`src/rtl/lsu_ctrl_if.sv`:
```
// Bundles for the load/store unit: core-side request/response and memory-side bus.
// The master modport is the side that issues requests.

interface lsu_core_if;
    logic        core_req;
    logic        core_we;
    logic [2:0]  core_funct3;
    logic [31:0] core_addr;
    logic [31:0] core_wdata;
    logic        stall;
    logic        done;
    logic [31:0] rdata;
    logic        misalign;
    logic        fault;

    modport master (
        output core_req, core_we, core_funct3, core_addr, core_wdata,
        input  stall, done, rdata, misalign, fault
    );
    modport slave (
        input  core_req, core_we, core_funct3, core_addr, core_wdata,
        output stall, done, rdata, misalign, fault
    );
endinterface

interface lsu_mem_if;
    logic        mem_req;
    logic        mem_we;
    logic [3:0]  mem_be;
    logic [31:0] mem_addr;
    logic [31:0] mem_wdata;
    logic        mem_ready;
    logic [31:0] mem_rdata;

    modport master (
        output mem_req, mem_we, mem_be, mem_addr, mem_wdata,
        input  mem_ready, mem_rdata
    );
    modport slave (
        input  mem_req, mem_we, mem_be, mem_addr, mem_wdata,
        output mem_ready, mem_rdata
    );
endinterface

```
`src/rtl/lsu_ctrl.sv`:
```
// Load/store unit: checks size/alignment, issues one word-aligned memory access,
// stalls the core until the memory answers or a timeout fires, and extends load data.

module lsu_ctrl #(
    parameter int TIMEOUT = 16
) (
    input  logic       clk,
    input  logic       rst,
    lsu_core_if.slave  core,
    lsu_mem_if.master  mem
);

    typedef enum logic [1:0] {
        IDLE = 2'd0,
        REQ  = 2'd1,
        RESP = 2'd2
    } state_t;

    state_t      r_state;
    state_t      w_next;

    logic        r_we;
    logic [2:0]  r_funct3;
    logic [31:0] r_addr;
    logic [31:0] r_wdata;
    logic [31:0] r_rdata;
    logic [7:0]  r_cnt;
    logic        r_misalign;
    logic        r_fault;

    logic        w_accept;
    logic        w_illegal;
    logic        w_misalign;
    logic        w_timeout;
    logic [3:0]  w_be;
    logic [31:0] w_wdata;
    logic [7:0]  w_byte;
    logic [15:0] w_half;
    logic [31:0] w_load;

    // Access check on the live core inputs; only consulted in the accepting cycle.
    // NOTE: every variable gets a default first so no path leaves it unassigned (no latch).
    always_comb begin
        w_illegal  = 1'b0;
        w_misalign = 1'b0;
        case (core.core_funct3)
            3'b000:  w_misalign = 1'b0;
            3'b001:  w_misalign = core.core_addr[0];
            3'b010:  w_misalign = (core.core_addr[1:0] != 2'b00);
            3'b100:  w_illegal  = core.core_we;
            3'b101: begin
                w_illegal  = core.core_we;
                w_misalign = core.core_addr[0];
            end
            default: w_illegal  = 1'b1;
        endcase
        if (w_illegal) begin
            w_misalign = 1'b0;
        end
    end

    assign w_accept  = (r_state == IDLE) && core.core_req;
    assign w_timeout = (r_cnt == 8'(TIMEOUT - 1));

    // Lane enables and replicated store data are derived from the latched request only.
    always_comb begin
        w_be    = 4'b1111;
        w_wdata = r_wdata;
        case (r_funct3[1:0])
            2'b00: begin
                w_be    = 4'b0001 << r_addr[1:0];
                w_wdata = {4{r_wdata[7:0]}};
            end
            2'b01: begin
                w_be    = 4'b0011 << {r_addr[1], 1'b0};
                w_wdata = {2{r_wdata[15:0]}};
            end
            default: begin
                w_be    = 4'b1111;
                w_wdata = r_wdata;
            end
        endcase
    end

    assign w_byte = 8'(mem.mem_rdata >> {r_addr[1:0], 3'b000});
    assign w_half = 16'(mem.mem_rdata >> {r_addr[1], 4'b0000});

    always_comb begin
        w_load = mem.mem_rdata;
        case (r_funct3[1:0])
            2'b00:   w_load = r_funct3[2] ? {24'd0, w_byte} : {{24{w_byte[7]}}, w_byte};
            2'b01:   w_load = r_funct3[2] ? {16'd0, w_half} : {{16{w_half[15]}}, w_half};
            default: w_load = mem.mem_rdata;
        endcase
    end

    // NOTE: sequential state uses non-blocking assignments so every flop samples pre-edge values.
    always_ff @(posedge clk or negedge rst) begin
        if (!rst) begin
            r_state <= IDLE;
        end else begin
            r_state <= w_next;
        end
    end

    always_comb begin
        w_next = r_state;
        case (r_state)
            IDLE: begin
                if (core.core_req) begin
                    w_next = (w_illegal || w_misalign) ? RESP : REQ;
                end
            end
            REQ: begin
                if (mem.mem_ready || w_timeout) begin
                    w_next = RESP;
                end
            end
            RESP:    w_next = IDLE;
            default: w_next = IDLE;
        endcase
    end

    // Stall in IDLE is gated by reset so the core is released the moment reset asserts.
    always_comb begin
        core.stall    = 1'b0;
        core.done     = 1'b0;
        core.misalign = 1'b0;
        core.fault    = 1'b0;
        mem.mem_req   = 1'b0;
        mem.mem_we    = 1'b0;
        mem.mem_be    = 4'b0000;
        case (r_state)
            IDLE: core.stall = core.core_req & rst;
            REQ: begin
                core.stall  = 1'b1;
                mem.mem_req = 1'b1;
                mem.mem_we  = r_we;
                mem.mem_be  = w_be;
            end
            RESP: begin
                core.done     = 1'b1;
                core.misalign = r_misalign;
                core.fault    = r_fault;
            end
            default: core.stall = 1'b0;
        endcase
    end

    assign core.rdata    = r_rdata;
    assign mem.mem_addr  = {r_addr[31:2], 2'b00};
    assign mem.mem_wdata = w_wdata;

    always_ff @(posedge clk or negedge rst) begin
        if (!rst) begin
            r_we       <= 1'b0;
            r_funct3   <= 3'b000;
            r_addr     <= 32'd0;
            r_wdata    <= 32'd0;
            r_rdata    <= 32'd0;
            r_cnt      <= 8'd0;
            r_misalign <= 1'b0;
            r_fault    <= 1'b0;
        end else begin
            if (w_accept) begin
                r_we       <= core.core_we;
                r_funct3   <= core.core_funct3;
                r_addr     <= core.core_addr;
                r_wdata    <= core.core_wdata;
                r_misalign <= w_misalign;
                r_fault    <= w_illegal;
                if (w_illegal || w_misalign) begin
                    r_rdata <= 32'd0;
                end
            end
            if (r_state == REQ) begin
                r_cnt <= r_cnt + 8'd1;
                // A ready in the final counted cycle still wins over the timeout.
                if (mem.mem_ready) begin
                    r_fault <= 1'b0;
                    r_rdata <= r_we ? 32'd0 : w_load;
                end else if (w_timeout) begin
                    r_fault <= 1'b1;
                    r_rdata <= 32'd0;
                end
            end else begin
                r_cnt <= 8'd0;
            end
        end
    end

endmodule

```
`src/flat_wrapper.sv`:
```
// flat-port wrapper written by rule: the top's interface ports become plain ports
module lsu_ctrl_flat 
#(
    parameter int TIMEOUT = 16
)
  (clk, rst, core_core_req, core_core_we, core_core_funct3, core_core_addr, core_core_wdata, core_stall, core_done, core_rdata, core_misalign, core_fault, mem_mem_req, mem_mem_we, mem_mem_be, mem_mem_addr, mem_mem_wdata, mem_mem_ready, mem_mem_rdata);
  lsu_core_if core_i ();
  lsu_mem_if mem_i ();
  input  logic clk;
  input  logic rst;
  input wire logic [$bits(core_i.core_req)-1:0] core_core_req;
  input wire logic [$bits(core_i.core_we)-1:0] core_core_we;
  input wire logic [$bits(core_i.core_funct3)-1:0] core_core_funct3;
  input wire logic [$bits(core_i.core_addr)-1:0] core_core_addr;
  input wire logic [$bits(core_i.core_wdata)-1:0] core_core_wdata;
  output wire logic [$bits(core_i.stall)-1:0] core_stall;
  output wire logic [$bits(core_i.done)-1:0] core_done;
  output wire logic [$bits(core_i.rdata)-1:0] core_rdata;
  output wire logic [$bits(core_i.misalign)-1:0] core_misalign;
  output wire logic [$bits(core_i.fault)-1:0] core_fault;
  output wire logic [$bits(mem_i.mem_req)-1:0] mem_mem_req;
  output wire logic [$bits(mem_i.mem_we)-1:0] mem_mem_we;
  output wire logic [$bits(mem_i.mem_be)-1:0] mem_mem_be;
  output wire logic [$bits(mem_i.mem_addr)-1:0] mem_mem_addr;
  output wire logic [$bits(mem_i.mem_wdata)-1:0] mem_mem_wdata;
  input wire logic [$bits(mem_i.mem_ready)-1:0] mem_mem_ready;
  input wire logic [$bits(mem_i.mem_rdata)-1:0] mem_mem_rdata;
  assign core_i.core_req = core_core_req;
  assign core_i.core_we = core_core_we;
  assign core_i.core_funct3 = core_core_funct3;
  assign core_i.core_addr = core_core_addr;
  assign core_i.core_wdata = core_core_wdata;
  assign core_stall = core_i.stall;
  assign core_done = core_i.done;
  assign core_rdata = core_i.rdata;
  assign core_misalign = core_i.misalign;
  assign core_fault = core_i.fault;
  assign mem_mem_req = mem_i.mem_req;
  assign mem_mem_we = mem_i.mem_we;
  assign mem_mem_be = mem_i.mem_be;
  assign mem_mem_addr = mem_i.mem_addr;
  assign mem_mem_wdata = mem_i.mem_wdata;
  assign mem_i.mem_ready = mem_mem_ready;
  assign mem_i.mem_rdata = mem_mem_rdata;
  lsu_ctrl #(.TIMEOUT(TIMEOUT)) u_core (.clk(clk), .rst(rst), .core(core_i), .mem(mem_i));
endmodule
```
`config.mk`:
```
export PLATFORM = sky130hd
export DESIGN_NAME = lsu_ctrl_flat
export DESIGN_NICKNAME = d
export VERILOG_FILES = /design/src/rtl/lsu_ctrl_if.sv /design/src/rtl/lsu_ctrl.sv /design/src/flat_wrapper.sv
export SDC_FILE = /design/constraint.sdc
export NUM_CORES = 1
export LEC_CHECK = 0
export ABC_CLOCK_PERIOD_IN_PS = 1820
export BUFFER_PORTS_ARGS = -buffer_cell sky130_fd_sc_hd__buf_4
export CORE_ASPECT_RATIO = 0.7
export CORE_UTILIZATION = 45
export DETAILED_ROUTE_END_ITERATION = 8
export GPL_ROUTABILITY_DRIVEN = 0
export PLACE_DENSITY_LB_ADDON = 0.12
export SLEW_MARGIN = 25
export SYNTH_ARGS = -nofsm -noshare
export SYNTH_HDL_FRONTEND = slang
export SYNTH_SLANG_ARGS = --single-unit
```
`constraint.sdc`:
```
create_clock -name clk -period 1.82 [get_ports clk]
set_input_delay 0.182 -clock clk [delete_from_list [all_inputs] [get_ports clk]]
set_output_delay 0.182 -clock clk [all_outputs]
set_load 0.02 [all_outputs]
```
==> results.cfg, run 1 <==
[die]
ioPinCount = 210
core-area_sq_um = 11900
die_area_sq_um = 12800
initial_core_util = 0.468
die_h_microns = 95.1
row_count = 33
fp.dieW_microns = 135

[power]
power_uw = 9420
power.density_nw_per_um2 = 1210
p_leak_uw = 0.00378
vdd_drop_max_mv = 0.855

[status]
violations = setup timing
status = finished, violations left

[synth]
async_flop_share = 1.00
synth_area_sq_um = 5570
yosys.area.top_type = dfrtp_1
postSynthCellCount = 464
yosysWarningCount = 0
synth.distinct_cells = 46
ys_seq_elements = 112
syn_avg_cell_area_sq_um = 12.0
synth-seq-area-share = 0.503
synth_edf_count = 0
synthTopCellsByArea = dfrtp_1 (50%), mux2_1 (13%), buf_4 (5.4%)
synth_top_area_frac = 0.503
synthFlopType = dfrtp_1

[place]
dpl_cell_area_sq_um = 7210
hpwl_mm = 10.7
io_buffers = 207

[drt]
drtPass1Iterations = 5
vias_per_cell = 5.46
drtAntennaViolNets = 0
vias = 4496
drt_iter0_markers = 239
drcViolationCount = 0
wl_mm = 15.2
drt-wirelength-per-cell_microns = 18.4

[sta]
relSlewSlack = 0.492
fin_ws_ns = -0.116
slew_viol_final = 0
min_period_over_period = 1.06
fin_crit_ns = 1.94
rsz0062_at_grt = yes
setup_viol = 32
fmax_mhz = 516
hold_violations = 0
skew_ns = 0.00719
tightest_slew_ns = 0.761

[clocking]
root_buffer = clkbuf_16
cts_buffers = 9
cts_max_level = 3
cts_tree = done
clockBufferDepth = 2
clkTransAtPathRegs_ns = 0.08
clock_latency_ns = 0.34
cts_num_sinks = 112

[layout]
mostFrequentLayoutCell = buf_4
drive_above_1_share = 0.475
fin_area_sq_um = 7810
fill_cells = 961
insertedDiodeCount = 0
syn_to_final_growth_pct = 40.2
fin_nets = 767
final_cell_mix = buf_4 (236), dfrtp_1 (110), mux2_1 (64)

[worst_hold_path]
min_path_cells = 2
hp-class = in -> reg

[worst_setup_path]
crit_type = reg -> reg
start_kind = register
reg2reg_depth = 5
crit_path_max_incr_delay_ns = 0.56
worstPathArrival_ns = 2.17
crit_chain = or4_4 -> o21bai_4 -> buf_12 -> a32oi_4 -> a221o_1
cp_slowest_cell = or4_4
path_max_fanout = 8
cp-end-kind = register
worstPathRequired_ns = 2.05

[global_route]
grt.busiest_layer = met2
grt_max_degree = 113
gr-usage-all-layers = 0.239
grtUsageMet1 = 0.338
grt_pass1_wl_mm = 23.4
grt_overflow = 0
grt_antenna_before_repair = 0
gr-usage-met3 = 0.0643
grt_pass1_vias = 4408
use_met2 = 0.363

[run]
drv_cap = 0
==> final timing paths <==
| path | end | start | slack, ns |
|---|---|---|---|
| setup reg to reg | u_core.core.rdata[16] | u_core.r_cnt[4] | -0.12 |
| hold / removal | u_core.r_wdata[31] | core_core_wdata[31] | 0.04 |
| hold reg to reg | u_core.core.rdata[2] | u_core.core.rdata[2] | 0.49 |
| max in group asynchronous | u_core.r_funct3[1] | rst | 0.81 |
| min in group asynchronous | u_core.core.rdata[9] | rst | 0.51 |
| setup / recovery | u_core.core.rdata[16] | u_core.r_cnt[4] | -0.12 |
==> power breakdown <==
part	internal, uW	switching (uW)	leakage (uW)	total [uW]
sequential	3020	385	0.00140	3400
combinational	2030	2080	0.00225	4110
clock	948	955	0.000138	1900
total	6000	3420	0.00378	9420
==> per-layer routing <==
metal,vias up,share of wire
met4,0,0.011
met3,17,0.080
met1,2244,0.46
met5,-,0
li1,2048,-
met2,187,0.45
==> synth_stat cells, types with 9 or more instances <==
library cell,count
clkbuf_1,18
dfrtp_1,112
a21oi_1,10
buf_4,40
nor2_1,20
mux2i_1,10
o22ai_1,9
mux2_2,19
o21ai_0,13
buf_2,14
nor2b_1,9
a221o_1,17
nand2_1,13
mux2_1,64
a21o_1,14
==> layout make-up <==
cell class	instances	area (sq um)	area share
Sequential cell	112	2810	0.359
Timing Repair Buffer	259	2090	0.268
Inverter	7	26.3	0.00336
Tap cell	157	196	0.0252
Clock buffer	9	225	0.0288
Clock inverter	7	55.1	0.00705
Multi-Input combinational cell	273	2410	0.309
==> kinds of logic after synthesis <==
group / synth area share
other: 0.000673
muxes: 0.190
adders and majority gates: 0.00225
xor gates and xnor gates: 0.00629
AOI/OAI and AO/OA: 0.146
DFF: 0.503
buffers and inverters: 0.0874
and+or+nand+nor: 0.0647
==> stage by stage <==
step / utilization / instances / setup slack (ns) / setup TNS, ns / hold WS (ns)
after floorplan: - / 465 / 0.0328 / 0 / -0.114
after global placement: 0.606 / 794 / -0.154 / -2.15 / 0.352
after detailed placement: 0.606 / 794 / -0.221 / -2.81 / 0.363
after CTS: 0.647 / 818 / -0.0790 / -0.781 / 0.0364
after global routing: 0.657 / 824 / -0.159 / -4.34 / 0.0370
final: 0.657 / 824 / -0.116 / -2.15 / 0.0428
==> worst max-delay path, delay by kind of cell (launching register included) <==
family	cells	cell delay, ns
AO/OA/AOI/OAI	3	0.73
AND/OR/NAND/NOR	1	0.56
flip-flops	1	0.38
buffers and inverters	1	0.14
==> sequential cells by signal, indices dropped and copies added, names as in the netlist <==
| name | flops |
|---|---|
| u_core.r_addr | 32 |
| u_core.r_cnt | 8 |
| u_core.r_misalign | 1 |
| u_core.core.rdata | 32 |
| u_core.r_state | 2 |
| u_core.r_wdata | 32 |
| u_core.r_we | 1 |
| u_core.r_fault | 1 |
| u_core.r_funct3 | 3 |
==> what timing repair did <==
action | in CTS | in global routing
buffers inserted | 6 | 6
pin swaps | 3 | 10
hold buffers | 1 | 0
endpoints found under the hold margin | 112 | 0
cloned | 1 | 0
resized for setup | 32 | 14
setup endpoints to repair | 44 | 99
(Power assumes the default switching activity.)
==> run 2: changes to the inputs <==
--- a/config.mk
+++ b/config.mk
@@ -11,7 +11,8 @@
 export CORE_UTILIZATION = 45
 export DETAILED_ROUTE_END_ITERATION = 8
 export GPL_ROUTABILITY_DRIVEN = 0
-export PLACE_DENSITY_LB_ADDON = 0.12
+export PLACE_DENSITY = 0.73
+export RECOVER_POWER = 50
 export SLEW_MARGIN = 25
 export SYNTH_ARGS = -nofsm -noshare
 export SYNTH_HDL_FRONTEND = slang
==> results.cfg, run 2 (same netlist as run 1, synthesis figures left out) <==
[die]
ioPinCount = 210
fp.dieW_microns = 135
row_count = 33
initial_core_util = 0.468
die_area_sq_um = 12800
die_h_microns = 95.1
core-area_sq_um = 11900

[clocking]
clock_latency_ns = 0.34
cts_tree = done
clkTransAtPathRegs_ns = 0.07
cts_max_level = 3
cts_num_sinks = 112
clockBufferDepth = 2
root_buffer = clkbuf_16
cts_buffers = 9

[layout]
final-seq-area_sq_um = 2810
syn_to_final_growth_pct = 37.3
fin_nets = 759
multi_input_area_sq_um = 2450
fill_cells = 969
mostFrequentLayoutCell = buf_4
fin_cells = 815
final_cell_mix = buf_4 (195), dfrtp_1 (109), mux2_1 (63)
insertedDiodeCount = 0
drive_above_1_share = 0.418

[status]
status = finished, violations left
violations = setup timing

[sta]
relSlewSlack = 0.338
setup_viol = 18
fin_ws_ns = -0.0470
skew_ns = 0.00487
rsz0062_at_grt = yes
holdWs_ns = 0.0473
hold_violations = 0
slew_viol_final = 0
fin_crit_ns = 1.87
fmax_mhz = 536
min_period_over_period = 1.03
tightest_slew_ns = 0.993

[power]
vdd_drop_max_mv = 0.750
power_uw = 9230
p_leak_uw = 0.00360
power.density_nw_per_um2 = 1210

[global_route]
gr-usage-all-layers = 0.247
grt_max_degree = 113
grt_pass1_vias = 4595
grt_pass1_wl_mm = 23.9
grt_overflow = 0
grt_antenna_before_repair = 0

[drt]
vias_per_cell = 5.52
drtAntennaViolNets = 0
drt-wirelength-per-cell_microns = 18.7
wl_mm = 15.2
drcViolationCount = 0
drt_iter0_markers = 227
vias = 4500
drtPass1Iterations = 4

[worst_hold_path]
hp-class = in -> reg
hp-start = core_core_wdata[23]

[worst_setup_path]
crit_family = compound AO/OA/AOI/OAI gates
crit_path_max_incr_delay_ns = 0.56
crit_type = reg -> reg
cp-end-kind = register
path_buf_inv = 0
worstPathRequired_ns = 2.05
worstPathArrival_ns = 2.09
cp_slowest_cell = or4_4
crit-reg2reg-launch = u_core.r_cnt[4]
start_kind = register
path_max_fanout = 14
crit_start = u_core.r_cnt[4]
crit_chain = or4_4 -> o21bai_4 -> a32oi_4 -> a221o_1

[place]
dp_cells = 784
hpwl_mm = 10.7
preCtsSetupSlack_ns = -0.241
io_buffers = 207

[run]
drv_cap = 0
## run 2: per-layer routing
metal | vias up | global-route usage | part of all wire
li1 | 2046 | - | -
met1 | 2219 | 0.308 | 0.41
met2 | 219 | 0.417 | 0.47
met3 | 16 | 0.0803 | 0.10
met4 | 0 | 0.0627 | 0.012
met5 | - | 0 | 0
## run 2: where the power goes
| group | total, uW | switching, uW | internal [uW] |
|---|---|---|---|
| Clock | 2020 | 882 | 1140 |
| Combinational | 3800 | 2040 | 1760 |
| Sequential | 3400 | 383 | 3020 |
| Total | 9230 | 3310 | 5920 |
## run 2: worst reg2reg max path, delay by kind of cell (launching register included)
family	cells	cell delay (ns)
flops	1	0.38
simple gates	1	0.56
compound gates	3	0.81
## run 2: worst paths after layout
check | end | slack [ns] | depth (start not counted)
min reg2reg | u_core.core.rdata[0] | 0.48 | 1
max | u_core.core.rdata[30] | -0.05 | 4
min | u_core.r_wdata[23] | 0.05 | 2
max reg2reg | u_core.core.rdata[30] | -0.05 | 4
max in group asynchronous | u_core.r_funct3[0] | 0.32 | 3
min in group asynchronous | u_core.core.rdata[3] | 0.80 | 3
## run 2: final cells by class
type | count | share of cell area
clock inverter | 4 | 0.00704
timing repair buffer | 250 | 0.243
tap | 157 | 0.0257
inverter | 7 | 0.00376
multi-input combinational | 274 | 0.320
clock buffer | 11 | 0.0331
sequential | 112 | 0.367
## run 2: through the flow
step / setup TNS (ns) / util / instance area, sq um
finish: -0.478 / 0.643 / 7650
global route: -1.77 / 0.643 / 7650
CTS: -0.563 / 0.642 / 7640
detailed placement: -3.56 / 0.600 / 7140
global placement: -1.61 / 0.600 / 7140
floorplan: 0 / - / 5570
## run 2: timing repair
item / CTS / global route
hold buffers: 1 / 0
endpoints found under the setup margin: 55 / 103
gates resized for setup: 18 / 29
hold endpoints to repair: 78 / 0
buffers inserted: 9 / 4
pin swaps: 8 / 14
cloned: 2 / 0
==> run 3: changes to the inputs <==
--- a/config.mk
+++ b/config.mk
@@ -6,12 +6,12 @@
 export NUM_CORES = 1
 export LEC_CHECK = 0
 export ABC_CLOCK_PERIOD_IN_PS = 1820
-export BUFFER_PORTS_ARGS = -buffer_cell sky130_fd_sc_hd__buf_4
 export CORE_ASPECT_RATIO = 0.7
-export CORE_UTILIZATION = 45
+export CORE_UTILIZATION = 50
 export DETAILED_ROUTE_END_ITERATION = 8
+export DONT_BUFFER_PORTS = 1
 export GPL_ROUTABILITY_DRIVEN = 0
-export PLACE_DENSITY = 0.73
+export PLACE_DENSITY = 0.64
 export RECOVER_POWER = 50
 export SLEW_MARGIN = 25
 export SYNTH_ARGS = -nofsm -noshare
==> results.cfg, run 3 (same netlist as run 1, synthesis figures left out) <==
[status]
status = finished, violations left
violations = hold timing, setup timing

[place]
dp_cells = 586
dpl_cell_area_sq_um = 5690
hpwl_mm = 9.24
io_buffers = 0

[worst_setup_path]
worstPathRequired_ns = 2.05
reg2reg_depth = 5
cp_slowest_cell = or4_4
worstPathArrival_ns = 2.17
crit-reg2reg-launch = u_core.r_cnt[4]
r2r_end = u_core.core.rdata[28]
start_kind = register
path_buf_inv = 1
crit_start = u_core.r_cnt[4]
crit_path_max_incr_delay_ns = 0.56
path_max_fanout = 6
reg2reg_setup_slack_ns = -0.12
cp-end-kind = register
crit_family = compound AO/OA/AOI/OAI gates
crit_chain = or4_4 -> o21bai_4 -> buf_4 -> a32oi_4 -> a221o_1
crit_type = reg -> reg

[power]
p_leak_uw = 0.00313
power_uw = 8530
power.density_nw_per_um2 = 1200
vdd_drop_max_mv = 0.891

[clocking]
clockBufferDepth = 2
cts_buffers = 9
clock_latency_ns = 0.35
cts_tree = done
root_buffer = clkbuf_16
cts_max_level = 3
cts_hold_buf = 85
clkTransAtPathRegs_ns = 0.07
cts_num_sinks = 112

[die]
initial_core_util = 0.526
row_count = 31
fp.dieW_microns = 128
die_area_sq_um = 11600
ioPinCount = 210
die_h_microns = 90.3
core-area_sq_um = 10600

[drt]
vias = 4038
drt-wirelength-per-cell_microns = 20.5
drt_iter0_markers = 177
drcViolationCount = 0
wl_mm = 14.3
vias_per_cell = 5.79
drtPass1Iterations = 4
drtAntennaViolNets = 0

[global_route]
grt_pass1_vias = 4299
grt.busiest_layer = met2
grt_overflow = 0
grt_max_degree = 114
grt_pass1_wl_mm = 22.7
gr-usage-met3 = 0.117
use_met2 = 0.419
gr-usage-all-layers = 0.257
grtUsageMet1 = 0.309
grt_antenna_before_repair = 0

[layout]
fin_area_sq_um = 7090
syn_to_final_growth_pct = 27.4
final_cell_mix = dfrtp_1 (111), dlygate4sd3_1 (85), mux2_1 (63)
insertedDiodeCount = 0
fin_cells = 697
mostFrequentLayoutCell = dfrtp_1
drive_above_1_share = 0.204
fin_nets = 649

[sta]
fin_crit_ns = 1.94
holdWs_ns = -0.475
slew_viol_final = 0
setup_viol = 29
relSlewSlack = 0.483
skew_ns = 0.00492
fin_ws_ns = -0.115
fmax_mhz = 517
min_period_over_period = 1.06
final.setup.tns_ns = -2.26
hold_violations = 112
tightest_slew_ns = 0.773
rsz0062_at_grt = yes

[run]
drv_cap = 0

[worst_hold_path]
hp-class = in -> async
## run 3: worst max-delay path by stage
stage | to | slack, ns | depth (start not counted)
3_3_place_gp | u_core.core.rdata[14] | -0.06 | 6
3_5_place_dp | u_core.core.rdata[11] | -0.13 | 6
6_report | u_core.core.rdata[28] | -0.12 | 5
4_1_cts | u_core.core.rdata[21] | -0.09 | 5
5_1_grt | u_core.core.rdata[23] | -0.19 | 4
2_1_floorplan | u_core.core.rdata[28] | 0.03 | 5
## run 3: report_power, final
group | switching, uW | total (uW) | internal, uW
clock | 911 | 1970 | 1060
combinational | 1390 | 2720 | 1330
sequential | 832 | 3850 | 3010
total | 3130 | 8530 | 5400
## run 3: worst reg2reg max path: cells and delay by family, from the launching register on
| kind | cells | cell delay [ns] |
|---|---|---|
| AO/OA/AOI/OAI | 3 | 0.71 |
| AND/OR/NAND/NOR | 1 | 0.56 |
| flip-flops | 1 | 0.38 |
| buffers and inverters | 1 | 0.17 |
## run 3: metal layers
layer  vias to the layer above  wire (microns)
met1                      2007            5720
met2                       194            6790
met5                         -               0
li1                       1816               -
met4                         0             225
met3                        21            1560
## run 3: layout make-up
cell class | count | area (sq um)
tap | 148 | 185
fill | 792 | 3490
clock buffer | 12 | 267
sequential | 112 | 2800
clock inverter | 4 | 35.0
inverter | 7 | 28.8
multi-input combinational | 274 | 2430
timing repair buffer | 140 | 1350
## run 3: what timing repair did
| action | CTS | global route |
|---|---|---|
| gates resized for setup | 23 | 14 |
| endpoints found under the setup margin | 54 | 107 |
| pin swaps | 3 | 4 |
| gates cloned | 2 | 0 |
| endpoints found under the hold margin | 197 | 112 |
| setup buffers | 5 | 3 |
## run 3: metrics by stage
step	setup WS, ns	util
6_report	-0.115	0.670
5_1_grt	-0.188	0.670
4_1_cts	-0.0912	0.662
3_5_place_dp	-0.127	0.538
3_3_place_gp	-0.0609	0.538
2_1_floorplan	0.0328	-
